File: config.mk
export PLATFORM = sky130hd
export DESIGN_NAME = eth_tx_framer_flat
export DESIGN_NICKNAME = d
export VERILOG_FILES = /design/src/rtl/eth_tx_framer_pkg.sv /design/src/rtl/eth_tx_framer_if.sv /design/src/rtl/eth_tx_framer_crc32.sv /design/src/rtl/eth_tx_framer.sv /design/src/flat_wrapper.sv
export SDC_FILE = /design/constraint.sdc
export NUM_CORES = 1
export LEC_CHECK = 0
export ABC_AREA = 1
export CAP_MARGIN = 5
export CORE_ASPECT_RATIO = 2
export CORE_MARGIN = 2
export CORE_UTILIZATION = 60
export DETAILED_ROUTE_END_ITERATION = 10
export HOLD_SLACK_MARGIN = 0.1
export MAX_ROUTING_LAYER = met4
export PLACE_DENSITY = 0.81
export SETUP_SLACK_MARGIN = 0.2
export SLEW_MARGIN = 0
export SYNTH_ARGS = -nofsm -noshare
export SYNTH_HDL_FRONTEND = slang
export SYNTH_HIERARCHICAL = 1
export SYNTH_SLANG_ARGS = --single-unit
File: constraint.sdc
create_clock -name clk -period 3.1 [get_ports clk]
set_clock_uncertainty 0.1 [all_clocks]
set_input_delay 0.62 -clock clk [delete_from_list [all_inputs] [get_ports clk]]
set_output_delay 0.62 -clock clk [all_outputs]
set_load 0.01 [all_outputs]
File: src/rtl/eth_tx_framer_pkg.sv
// Shared types, framing constants and the byte-wise CRC-32 step for the TX framer.
package eth_tx_framer_pkg;

    typedef enum logic [2:0] {
        StIdle,
        StPreamble,
        StSfd,
        StPayload,
        StPad,
        StFcs,
        StIfg
    } state_e;

    localparam logic [7:0]  PREAMBLE_BYTE     = 8'h55;
    localparam logic [7:0]  SFD_BYTE          = 8'hD5;
    localparam int unsigned PREAMBLE_LEN      = 7;
    localparam int unsigned FCS_LEN           = 4;
    localparam int unsigned DEFAULT_MIN_LEN   = 60;
    localparam int unsigned DEFAULT_IFG_BYTES = 12;

    // Reflected IEEE 802.3 polynomial.
    localparam logic [31:0] CRC_POLY = 32'hEDB88320;

    function automatic logic [31:0] crc32_byte(input logic [31:0] crc_in,
                                               input logic [7:0]  data);
        logic [31:0] c;
        c = crc_in;
        for (int i = 0; i < 8; i++) begin
            c = (c >> 1) ^ (CRC_POLY & {32{c[0] ^ data[i]}});
        end
        return c;
    endfunction

endpackage

File: src/rtl/eth_tx_framer_if.sv
// FIFO-drain and byte-stream signals between the framer and its neighbours.
interface eth_tx_framer_if;

    logic       i_fifo_empty;
    logic [7:0] i_fifo_data;
    logic       o_fifo_rd;
    logic [7:0] o_tx_data;
    logic       o_tx_valid;
    logic       i_tx_ready;

    modport master (
        input  i_fifo_empty,
        input  i_fifo_data,
        input  i_tx_ready,
        output o_fifo_rd,
        output o_tx_data,
        output o_tx_valid
    );

    modport slave (
        output i_fifo_empty,
        output i_fifo_data,
        output i_tx_ready,
        input  o_fifo_rd,
        input  o_tx_data,
        input  o_tx_valid
    );

endinterface

File: src/rtl/eth_tx_framer_crc32.sv
// IEEE 802.3 CRC-32, one byte per enabled cycle; output is already complemented.
module eth_tx_framer_crc32
    import eth_tx_framer_pkg::*;
(
    input  logic        clk,
    input  logic        rst,
    input  logic        en,
    input  logic [7:0]  data_in,
    output logic [31:0] crc
);

    logic [31:0] state_q, state_d;

    always_comb begin
        state_d = state_q;
        if (en) begin
            state_d = crc32_byte(state_q, data_in);
        end
    end

    always_ff @(posedge clk) begin
        if (rst) begin
            state_q <= 32'hFFFF_FFFF;
        end else begin
            state_q <= state_d;
        end
    end

    assign crc = ~state_q;

endmodule

File: src/rtl/eth_tx_framer.sv
// Drains a payload from the TX FIFO and emits preamble, SFD, payload, pad, FCS and IFG.
module eth_tx_framer
    import eth_tx_framer_pkg::*;
#(
    parameter int unsigned MIN_LEN   = DEFAULT_MIN_LEN,
    parameter int unsigned IFG_BYTES = DEFAULT_IFG_BYTES
) (
    input  logic                   clk,
    input  logic                   rst,
    input  logic                   i_start,
    input  logic [10:0]            i_len,
    output logic                   o_busy,
    output logic                   o_done,
    output logic                   o_underrun,
    eth_tx_framer_if.master        tx_bus
);

    localparam logic [10:0] MinLen  = 11'(MIN_LEN);
    localparam logic [10:0] PreLast = 11'(PREAMBLE_LEN - 1);
    localparam logic [10:0] FcsLen  = 11'(FCS_LEN);
    localparam logic [10:0] IfgLast = (IFG_BYTES == 0) ? 11'd0 : 11'(IFG_BYTES - 1);

    state_e      state_q, state_d;
    logic [10:0] cnt_q, cnt_d;
    logic [10:0] len_q, len_d;
    logic [10:0] target_q, target_d;
    logic        busy_q, busy_d;
    logic        done_q, done_d;
    logic        underrun_q, underrun_d;
    logic [7:0]  tx_data_q, tx_data_d;
    logic        tx_valid_q, tx_valid_d;

    logic        can_load;
    logic [10:0] cnt_next;
    logic        fifo_rd;
    logic        crc_clear;
    logic        crc_en;
    logic [31:0] crc;
    logic [7:0]  fcs_byte;

    eth_tx_framer_crc32 u_crc32 (
        .clk     (clk),
        .rst     (rst | crc_clear),
        .en      (crc_en),
        .data_in (tx_data_d),
        .crc     (crc)
    );

    // FCS goes out least-significant byte first.
    always_comb begin
        case (cnt_q[1:0])
            2'd0:    fcs_byte = crc[7:0];
            2'd1:    fcs_byte = crc[15:8];
            2'd2:    fcs_byte = crc[23:16];
            default: fcs_byte = crc[31:24];
        endcase
    end

    // The output register may take a new byte when empty or being accepted this edge.
    assign can_load = !tx_valid_q || tx_bus.i_tx_ready;
    assign cnt_next = cnt_q + 11'd1;

    always_comb begin
        state_d    = state_q;
        cnt_d      = cnt_q;
        len_d      = len_q;
        target_d   = target_q;
        underrun_d = underrun_q;
        tx_data_d  = tx_data_q;
        tx_valid_d = tx_valid_q;
        done_d     = 1'b0;
        fifo_rd    = 1'b0;
        crc_clear  = 1'b0;
        crc_en     = 1'b0;

        case (state_q)
            StIdle: begin
                tx_valid_d = 1'b0;
                if (i_start) begin
                    len_d      = i_len;
                    target_d   = (i_len > MinLen) ? i_len : MinLen;
                    underrun_d = 1'b0;
                    crc_clear  = 1'b1;
                    cnt_d      = '0;
                    state_d    = StPreamble;
                end
            end
            StPreamble: begin
                if (can_load) begin
                    tx_data_d  = PREAMBLE_BYTE;
                    tx_valid_d = 1'b1;
                    if (cnt_q == PreLast) begin
                        cnt_d   = '0;
                        state_d = StSfd;
                    end else begin
                        cnt_d = cnt_next;
                    end
                end
            end
            StSfd: begin
                if (can_load) begin
                    tx_data_d  = SFD_BYTE;
                    tx_valid_d = 1'b1;
                    cnt_d      = '0;
                    if (len_q != '0) begin
                        state_d = StPayload;
                    end else if (target_q != '0) begin
                        state_d = StPad;
                    end else begin
                        state_d = StFcs;
                    end
                end
            end
            StPayload: begin
                if (can_load) begin
                    if (!tx_bus.i_fifo_empty) begin
                        tx_data_d  = tx_bus.i_fifo_data;
                        tx_valid_d = 1'b1;
                        fifo_rd    = 1'b1;
                        crc_en     = 1'b1;
                        if (cnt_next == len_q) begin
                            if (len_q == target_q) begin
                                cnt_d   = '0;
                                state_d = StFcs;
                            end else begin
                                cnt_d   = cnt_next;
                                state_d = StPad;
                            end
                        end else begin
                            cnt_d = cnt_next;
                        end
                    end else begin
                        // Starved: emit a bubble and wait for the FIFO rather than abort.
                        tx_valid_d = 1'b0;
                        underrun_d = 1'b1;
                    end
                end
            end
            StPad: begin
                if (can_load) begin
                    tx_data_d  = 8'h00;
                    tx_valid_d = 1'b1;
                    crc_en     = 1'b1;
                    if (cnt_next == target_q) begin
                        cnt_d   = '0;
                        state_d = StFcs;
                    end else begin
                        cnt_d = cnt_next;
                    end
                end
            end
            StFcs: begin
                if (can_load) begin
                    if (cnt_q == FcsLen) begin
                        // Last FCS byte has just been accepted.
                        tx_valid_d = 1'b0;
                        done_d     = 1'b1;
                        cnt_d      = '0;
                        state_d    = (IFG_BYTES == 0) ? StIdle : StIfg;
                    end else begin
                        tx_data_d  = fcs_byte;
                        tx_valid_d = 1'b1;
                        cnt_d      = cnt_next;
                    end
                end
            end
            StIfg: begin
                tx_valid_d = 1'b0;
                if (cnt_q == IfgLast) begin
                    cnt_d   = '0;
                    state_d = StIdle;
                end else begin
                    cnt_d = cnt_next;
                end
            end
            default: begin
                state_d = StIdle;
            end
        endcase

        busy_d = (state_d != StIdle);
    end

    always_ff @(posedge clk) begin
        if (rst) begin
            state_q    <= StIdle;
            cnt_q      <= '0;
            len_q      <= '0;
            target_q   <= '0;
            busy_q     <= 1'b0;
            done_q     <= 1'b0;
            underrun_q <= 1'b0;
        end else begin
            state_q    <= state_d;
            cnt_q      <= cnt_d;
            len_q      <= len_d;
            target_q   <= target_d;
            busy_q     <= busy_d;
            done_q     <= done_d;
            underrun_q <= underrun_d;
        end
    end

    always_ff @(posedge clk) begin
        if (rst) begin
            tx_data_q  <= 8'h00;
            tx_valid_q <= 1'b0;
        end else begin
            tx_data_q  <= tx_data_d;
            tx_valid_q <= tx_valid_d;
        end
    end

    assign o_busy           = busy_q;
    assign o_done           = done_q;
    assign o_underrun       = underrun_q;
    assign tx_bus.o_fifo_rd  = fifo_rd & ~rst;
    assign tx_bus.o_tx_data  = tx_data_q;
    assign tx_bus.o_tx_valid = tx_valid_q;

endmodule

File: src/flat_wrapper.sv
// flat-port wrapper written by rule: the top's interface ports become plain ports
module eth_tx_framer_flat import eth_tx_framer_pkg::*;
#(
    parameter int unsigned MIN_LEN   = DEFAULT_MIN_LEN,
    parameter int unsigned IFG_BYTES = DEFAULT_IFG_BYTES
)
  (clk, rst, i_start, i_len, o_busy, o_done, o_underrun, tx_bus_i_fifo_empty, tx_bus_i_fifo_data, tx_bus_i_tx_ready, tx_bus_o_fifo_rd, tx_bus_o_tx_data, tx_bus_o_tx_valid);
  eth_tx_framer_if tx_bus_i ();
  input  logic clk;
  input  logic rst;
  input  logic i_start;
  input  logic [10:0] i_len;
  output logic o_busy;
  output logic o_done;
  output logic o_underrun;
  input wire logic [$bits(tx_bus_i.i_fifo_empty)-1:0] tx_bus_i_fifo_empty;
  input wire logic [$bits(tx_bus_i.i_fifo_data)-1:0] tx_bus_i_fifo_data;
  input wire logic [$bits(tx_bus_i.i_tx_ready)-1:0] tx_bus_i_tx_ready;
  output wire logic [$bits(tx_bus_i.o_fifo_rd)-1:0] tx_bus_o_fifo_rd;
  output wire logic [$bits(tx_bus_i.o_tx_data)-1:0] tx_bus_o_tx_data;
  output wire logic [$bits(tx_bus_i.o_tx_valid)-1:0] tx_bus_o_tx_valid;
  assign tx_bus_i.i_fifo_empty = tx_bus_i_fifo_empty;
  assign tx_bus_i.i_fifo_data = tx_bus_i_fifo_data;
  assign tx_bus_i.i_tx_ready = tx_bus_i_tx_ready;
  assign tx_bus_o_fifo_rd = tx_bus_i.o_fifo_rd;
  assign tx_bus_o_tx_data = tx_bus_i.o_tx_data;
  assign tx_bus_o_tx_valid = tx_bus_i.o_tx_valid;
  eth_tx_framer #(.MIN_LEN(MIN_LEN), .IFG_BYTES(IFG_BYTES)) u_core (.clk(clk), .rst(rst), .i_start(i_start), .i_len(i_len), .o_busy(o_busy), .o_done(o_done), .o_underrun(o_underrun), .tx_bus(tx_bus_i));
endmodule
== Word-level counts from Yosys, hierarchy flattened ==
Cells that the tools add are included.

* Bits in registers: 80
* Output and inout bits: 13

* $add $sub $neg: 1
* Magnitude comparators: 1
* Equality and inequality tests: 23
* Mux-type cells: 57
* Bitwise operators: 22
* Reductions and logical operators: 17

{| class="wikitable"
|+ Operators with widths
! cell !! number
|-
| 31-bit by 32-bit XOR with 32-bit output || 8
|-
| 11-bit two-way mux || 14
|-
| 11-bit case mux with 7 select lines || 1
|-
| 8-bit two-way mux || 7
|-
| 8-bit case mux with 5 select lines || 1
|-
| 3-bit two-way mux || 13
|-
| 11-bit == test || 3
|-
| 32-bit NOT || 1
|-
| 8-bit case mux with 3 select lines || 1
|-
| 11-bit by 3-bit == test with 1-bit output, second input constant || 2
|-
| 11-bit nonzero test || 2
|-
| 3-bit case mux with 7 select lines || 1
|-
| 1-bit two-way mux || 16
|-
| 2-bit by 1-bit != test with 1-bit output, second input constant || 6
|-
| 11-bit by 1-bit adder with 11-bit output, second input constant || 1
|-
| 11-bit by 4-bit == test with 1-bit output, second input constant || 1
|-
| 11-bit by 6-bit greater-than comparator with 1-bit output, second input constant || 1
|-
| 3-bit == test, second input constant || 3
|-
| 4-bit AND reduction || 2
|-
| 8-bit AND reduction || 1
|-
| 1-bit XOR || 8
|-
| 7-bit nonzero test || 1
|-
| 3-bit by 2-bit == test with 1-bit output, second input constant || 2
|-
| 2-bit != test, second input constant || 3
|-
| 18 further kinds || 22
|}

== Depth between registers and ports, before layout ==
* Depth in word-level cells: 21
* Depth in mapped cells: 23

== Cells and area by module ==
Netlist, hierarchy kept.

{| class="wikitable"
|+ By module, submodules not included
! module !! instances !! cells an instance !! area each (µm²)
|-
| eth_tx_framer || 1 || 555 || 3394.5
|-
| eth_tx_framer_crc32 || 1 || 373 || 2257.2
|}

== Worst setup path before layout ==
No wires, ideal clock.

* Kind: input port to flip-flop
* Start: input tx_bus_i_tx_ready
* End: register u_core.u_crc32.state_q[20]
* Arrival: 2574 ps
* Data required time: 2879 ps
* Path slack: 305 ps
* Stages on the path: 19
* Buffers on the path: 1
* Path through: nor2_2 -> nor2_1 -> inv_1 -> clkbuf_1 -> o21ai_0 -> o32ai_1 -> inv_1 -> nand2_1 -> nand2_1 -> nand2_2 -> nand2_1 -> nand2_2 -> inv_2 -> nand2_1 -> nand2_1 -> nand2_2 -> inv_1 -> nand3_1 -> nand3_1

* Elaborated cells on any way between the ends: 24
* Classes of those cells: mux: 9; bitwise: 14; reduce/logical: 1

{| class="wikitable"
|+ RTL lines
! element !! line !! text
|-
| from (decl) || flat_wrapper.sv:18 || <nowiki>input wire logic [$bits(tx_bus_i.i_tx_ready)-1:0] tx_bus_i_tx_ready;</nowiki>
|-
| 1-bit logical OR * || eth_tx_framer.sv:60 || <nowiki>assign can_load = !tx_valid_q || tx_bus.i_tx_ready;</nowiki>
|-
| 8-bit two-way mux (on tied branches) || - ||
|-
| 8-bit case mux with 5 select lines * || eth_tx_framer.sv:76 || <nowiki>case (state_q)</nowiki>
|-
| via u_core.tx_data_d[1] || eth_tx_framer.sv:30 || <nowiki>logic [7:0] tx_data_q, tx_data_d;</nowiki>
|-
| 1-bit XOR * || eth_tx_framer_pkg.sv:29 || <nowiki>c = (c >> 1) ^ (CRC_POLY & {32{c[0] ^ data[i]}});</nowiki>
|-
| 31-bit by 32-bit XOR with 32-bit output * (6 in a row) || eth_tx_framer_pkg.sv:29 ||
|-
| 1-bit XOR || eth_tx_framer_pkg.sv:29 ||
|-
| 31-bit by 32-bit XOR with 32-bit output * || eth_tx_framer_pkg.sv:29 ||
|-
| to (signal assigned) || eth_tx_framer_crc32.sv:25 || <nowiki>state_q <= state_d;</nowiki>
|-
| to (decl) || eth_tx_framer_crc32.sv:12 || <nowiki>logic [31:0] state_q, state_d;</nowiki>
|}

The timed path passes the listed nets; every way through them passes the cells marked *.
A chain may end at the register's enable or synchronous reset.

== Final worst setup path ==
* Start: register u_core.cnt_q[0]
* End: register u_core.cnt_q[1]

* Word-level cells in the longest chain between the ends: 6
* Elaborated cells on any way between the ends: 18
* Classes of those cells: add/sub: 1; eq/ne: 5; mux: 12

{| class="wikitable"
|+ RTL lines
! element !! line !! text
|-
| from (decl) || eth_tx_framer.sv:24 || <nowiki>logic [10:0] cnt_q, cnt_d;</nowiki>
|-
| from (signal assigned) || eth_tx_framer.sv:195 || <nowiki>cnt_q <= cnt_d;</nowiki>
|-
| 11-bit by 1-bit adder with 11-bit output || eth_tx_framer.sv:61 || <nowiki>assign cnt_next = cnt_q + 11'd1;</nowiki>
|-
| 11-bit == test or 11-bit two-way mux (tied branches) || eth_tx_framer.sv:121, eth_tx_framer.sv:122 ||
|-
| 11-bit two-way mux || eth_tx_framer.sv:121 || <nowiki>if (cnt_next == len_q) begin</nowiki>
|-
| 11-bit two-way mux || eth_tx_framer.sv:116 || <nowiki>if (!tx_bus.i_fifo_empty) begin</nowiki>
|-
| 11-bit two-way mux || eth_tx_framer.sv:115 || <nowiki>if (can_load) begin</nowiki>
|-
| 11-bit case mux with 7 select lines * || eth_tx_framer.sv:76 ||
|}

Every way passes the cells marked *; elsewhere a longest branch is shown, timed or not. The select of a mux whose other input is x is not followed.

==> flow_summary_export.csv <==
group,metric,value,unit
flow_run,drv_cap,0,
sta,fmax,340,MHz
clock_tree,clkTransAtPathRegs,0.06,ns
setup_path,cp-end-kind,"flip-flop",
floorplanning,core,9260,µm²
grt,grt_pass1_vias,6607,
setup_path,worst_ep_arrival_time,3.05,ns
synth,ys_warn_count,6,
sta,worstMarginPinSlew,0.562,ns
drt,via_count,7121,
setup_path,startpoint_type,"flip-flop",
power_and_ir_drop,p_leak,3.53,nW
grt,grt_pass1_wl,32900,µm
setup_path,cp_max_fo,11,
layout,drive_gt1_share,21.9,%
synth,ys_ff_latch,80,
placement,globalplace.congestion,1.05,
sta,rsz0062_at_grt,"true",
setup_path,critPathKind,"flip-flop to flip-flop",
sta,post-route-min-period,2.94,ns
power_and_ir_drop,power.density,396,nW/µm²
grt,grt_max_degree,33,
drt,dr.first_iter.drc_count,782,
synth,syn_area,5650,µm²
layout,stdcell_count,1148,
grt,grt_overflow_total,0,
floorplanning,die_w,72.6,µm
clock_tree,cts_tree,"yes",
floorplanning,ios,37,
grt,grt.total_usage,43.7,%
clock_tree,cts_root_buffer,"clkbuf_16",
drt,dr.pass1.iters,10,
synth,synth.avg_cell_area,6.09,µm²
synth,synth_edf_count,0,
synth,synth_nets,956,
synth,synthFlopType,"dfxtp_1",
clock_tree,clock_sinks,80,
sta,setup_viol,0,
sta,timing.final.crit_share,94.7,%
clock_tree,clock_tree.buffer_depth,2,
floorplanning,die_h,141,µm
synth,seq_area_frac_synth,28.3,%
placement,io_buffers,36,
layout,postLayoutCoreUtil,79.7,%
floorplanning,initial_core_util,61.0,%
synth,synthArstFlopShare,0,%
layout,final_cell_mix,"nand2_1 (262), inv_1 (111), buf_4 (83)",
sta,setup_ws,0.163,ns
placement,hpwl,16000,µm
floorplanning,rows,50,
clock_tree,ctsHoldBuffers,0,
clock_tree,htreeDepth,3,
placement,dp_cells,1115,
sta,hold_viol_final,0,
layout,nFillCells,720,
layout,area_growth,30.6,%
drt,route.detailed.drc,0,
sta,max_slew_margin,62.5,%
run_status,status,"complete, no violations",
power_and_ir_drop,peakVddDrop,0.318,mV
layout,layout_commonest_cell,"nand2_1",
drt,final_antenna_net_count,0,
clock_tree,numCtsBuffers,9,
sta,maxSlewViolCount,0,
hold_path,hp-class,"flip-flop to flip-flop",
drt,vias_per_cell,6.20,
synth,ys_types,47,
drt,wirelength,23000,µm
setup_path,cp.required,3.22,ns
drt,wl_per_cell,20.1,µm
clock_tree,clock_latency,0.34,ns
layout,nNetsFinal,1066,
grt,antenna_found_initial,1,
floorplanning,dieArea,10300,µm²
placement,pre_cts_ws,-0.275,ns
synth,syn_inst,928,
## path summary, 6_finish.rpt
check,from,end,slack (ns),cells past startpoint
min,u_core/u_crc32/state_q[16],u_core/u_crc32/state_q[16],0.38,2
max reg2reg,u_core/cnt_q[0],u_core/cnt_q[1],0.16,16
max,u_core/cnt_q[0],u_core/cnt_q[1],0.16,16
min reg2reg,u_core/u_crc32/state_q[16],u_core/u_crc32/state_q[16],0.38,2
## Yosys cell counts, drive strengths merged, types with 4 or more instances
cell type / number / share of area (%)
dfxtp: 80 / 28
xnor2: 5 / 0.91
nor4: 4 / 0.44
a221oi: 4 / 0.62
buf: 6 / 0.71
nand4: 12 / 1.3
ha: 4 / 0.89
o211ai: 15 / 2.0
xor2: 22 / 3.7
o31ai: 4 / 0.53
nand3: 87 / 8.1
inv: 129 / 8.6
a21oi: 69 / 6.2
o21ai: 59 / 5.4
nor2: 66 / 5.0
nand2: 309 / 21
clkbuf: 23 / 2.1
nor3: 8 / 0.71
## where the power goes
group          switching [mW]  internal [mW]
Sequential             0.0388           1.06
Clock                   0.447          0.669
Combinational           0.438          0.270
## timing repair
item	CTS	global route
buffers inserted	5	11
endpoints found under the hold margin	0	0
pin swaps	6	31
endpoints found under the setup margin	32	42
resized for setup	21	89
## cells by family (layout without fill, tap and decap cells)
group           count (synthesis)  after routing  share of synthesized area (%)
simple gates                  489            489                           37.4
compound gates                170            170                           17.4
other cells                     0              1                              0
flops                          80             80                           28.3
xor+xnor                       27             27                           4.58
fa+ha+maj                       4              4                          0.886
buf+inv                       158            273                           11.4
## sequential cells by signal (all words and copies together) (netlist names)
register and flops:
u_core/o_busy 1, u_core/o_underrun 1, u_core/len_q 11, u_core/o_done 1
u_core/cnt_q 11, u_core/u_crc32/state_q 32, u_core/target_q 11, u_core/tx_bus.o_tx_valid 1
u_core/tx_bus.o_tx_data 8, u_core/state_q 3
## through the flow
stage / setup TNS (ns) / total power, mW / cell area (µm²) / hold slack, ns
detailed placement: -4.75 / 1.72 / 6580 / 0.367
global placement: -3.54 / 1.72 / 6580 / 0.359
finish: 0 / 2.92 / 7380 / 0.379
CTS: 0 / 2.83 / 7010 / 0.381
global route: 0 / 3.01 / 7380 / 0.412
floorplan: 0 / 1.48 / 5650 / 0.341
## worst max-delay path, stage by stage, from the launching register on
cell and delay, ns:
dfxtp_4 0.43, ha_4 0.17, clkinvlp_4 0.13, buf_4 0.16, buf_4 0.12, nand2_1 0.10, nand2_1 0.13, nand2_1 0.14
nand3_1 0.12, nor2_1 0.15, nand3_1 0.11, nor2_1 0.28, nand2_1 0.11, a21oi_2 0.14, nand2_2 0.19, nand3_1 0.16
a21oi_1 0.07
## cell type report
class	instances	area (µm²)	area share, %
Antenna cell	1	2.50	0.0339
Clock buffer	12	256	3.47
Clock inverter	4	52.6	0.712
Inverter	129	498	6.75
Multi-Input combinational cell	690	3710	50.3
Sequential cell	80	1620	21.9
Tap cell	104	130	1.76
Timing Repair Buffer	128	1120	15.1
## layer usage
metal / GRT usage [%] / vias up / part of all wire, %
met2: 76.3 / 463 / 52
met3: 8.66 / 209 / 7.6
li1: - / 3228 / -
met4: 37.7 / 0 / 11
met5: - / - / 0
met1: 38.0 / 3221 / 29
Note: power is estimated with default switching activity, not from simulation.
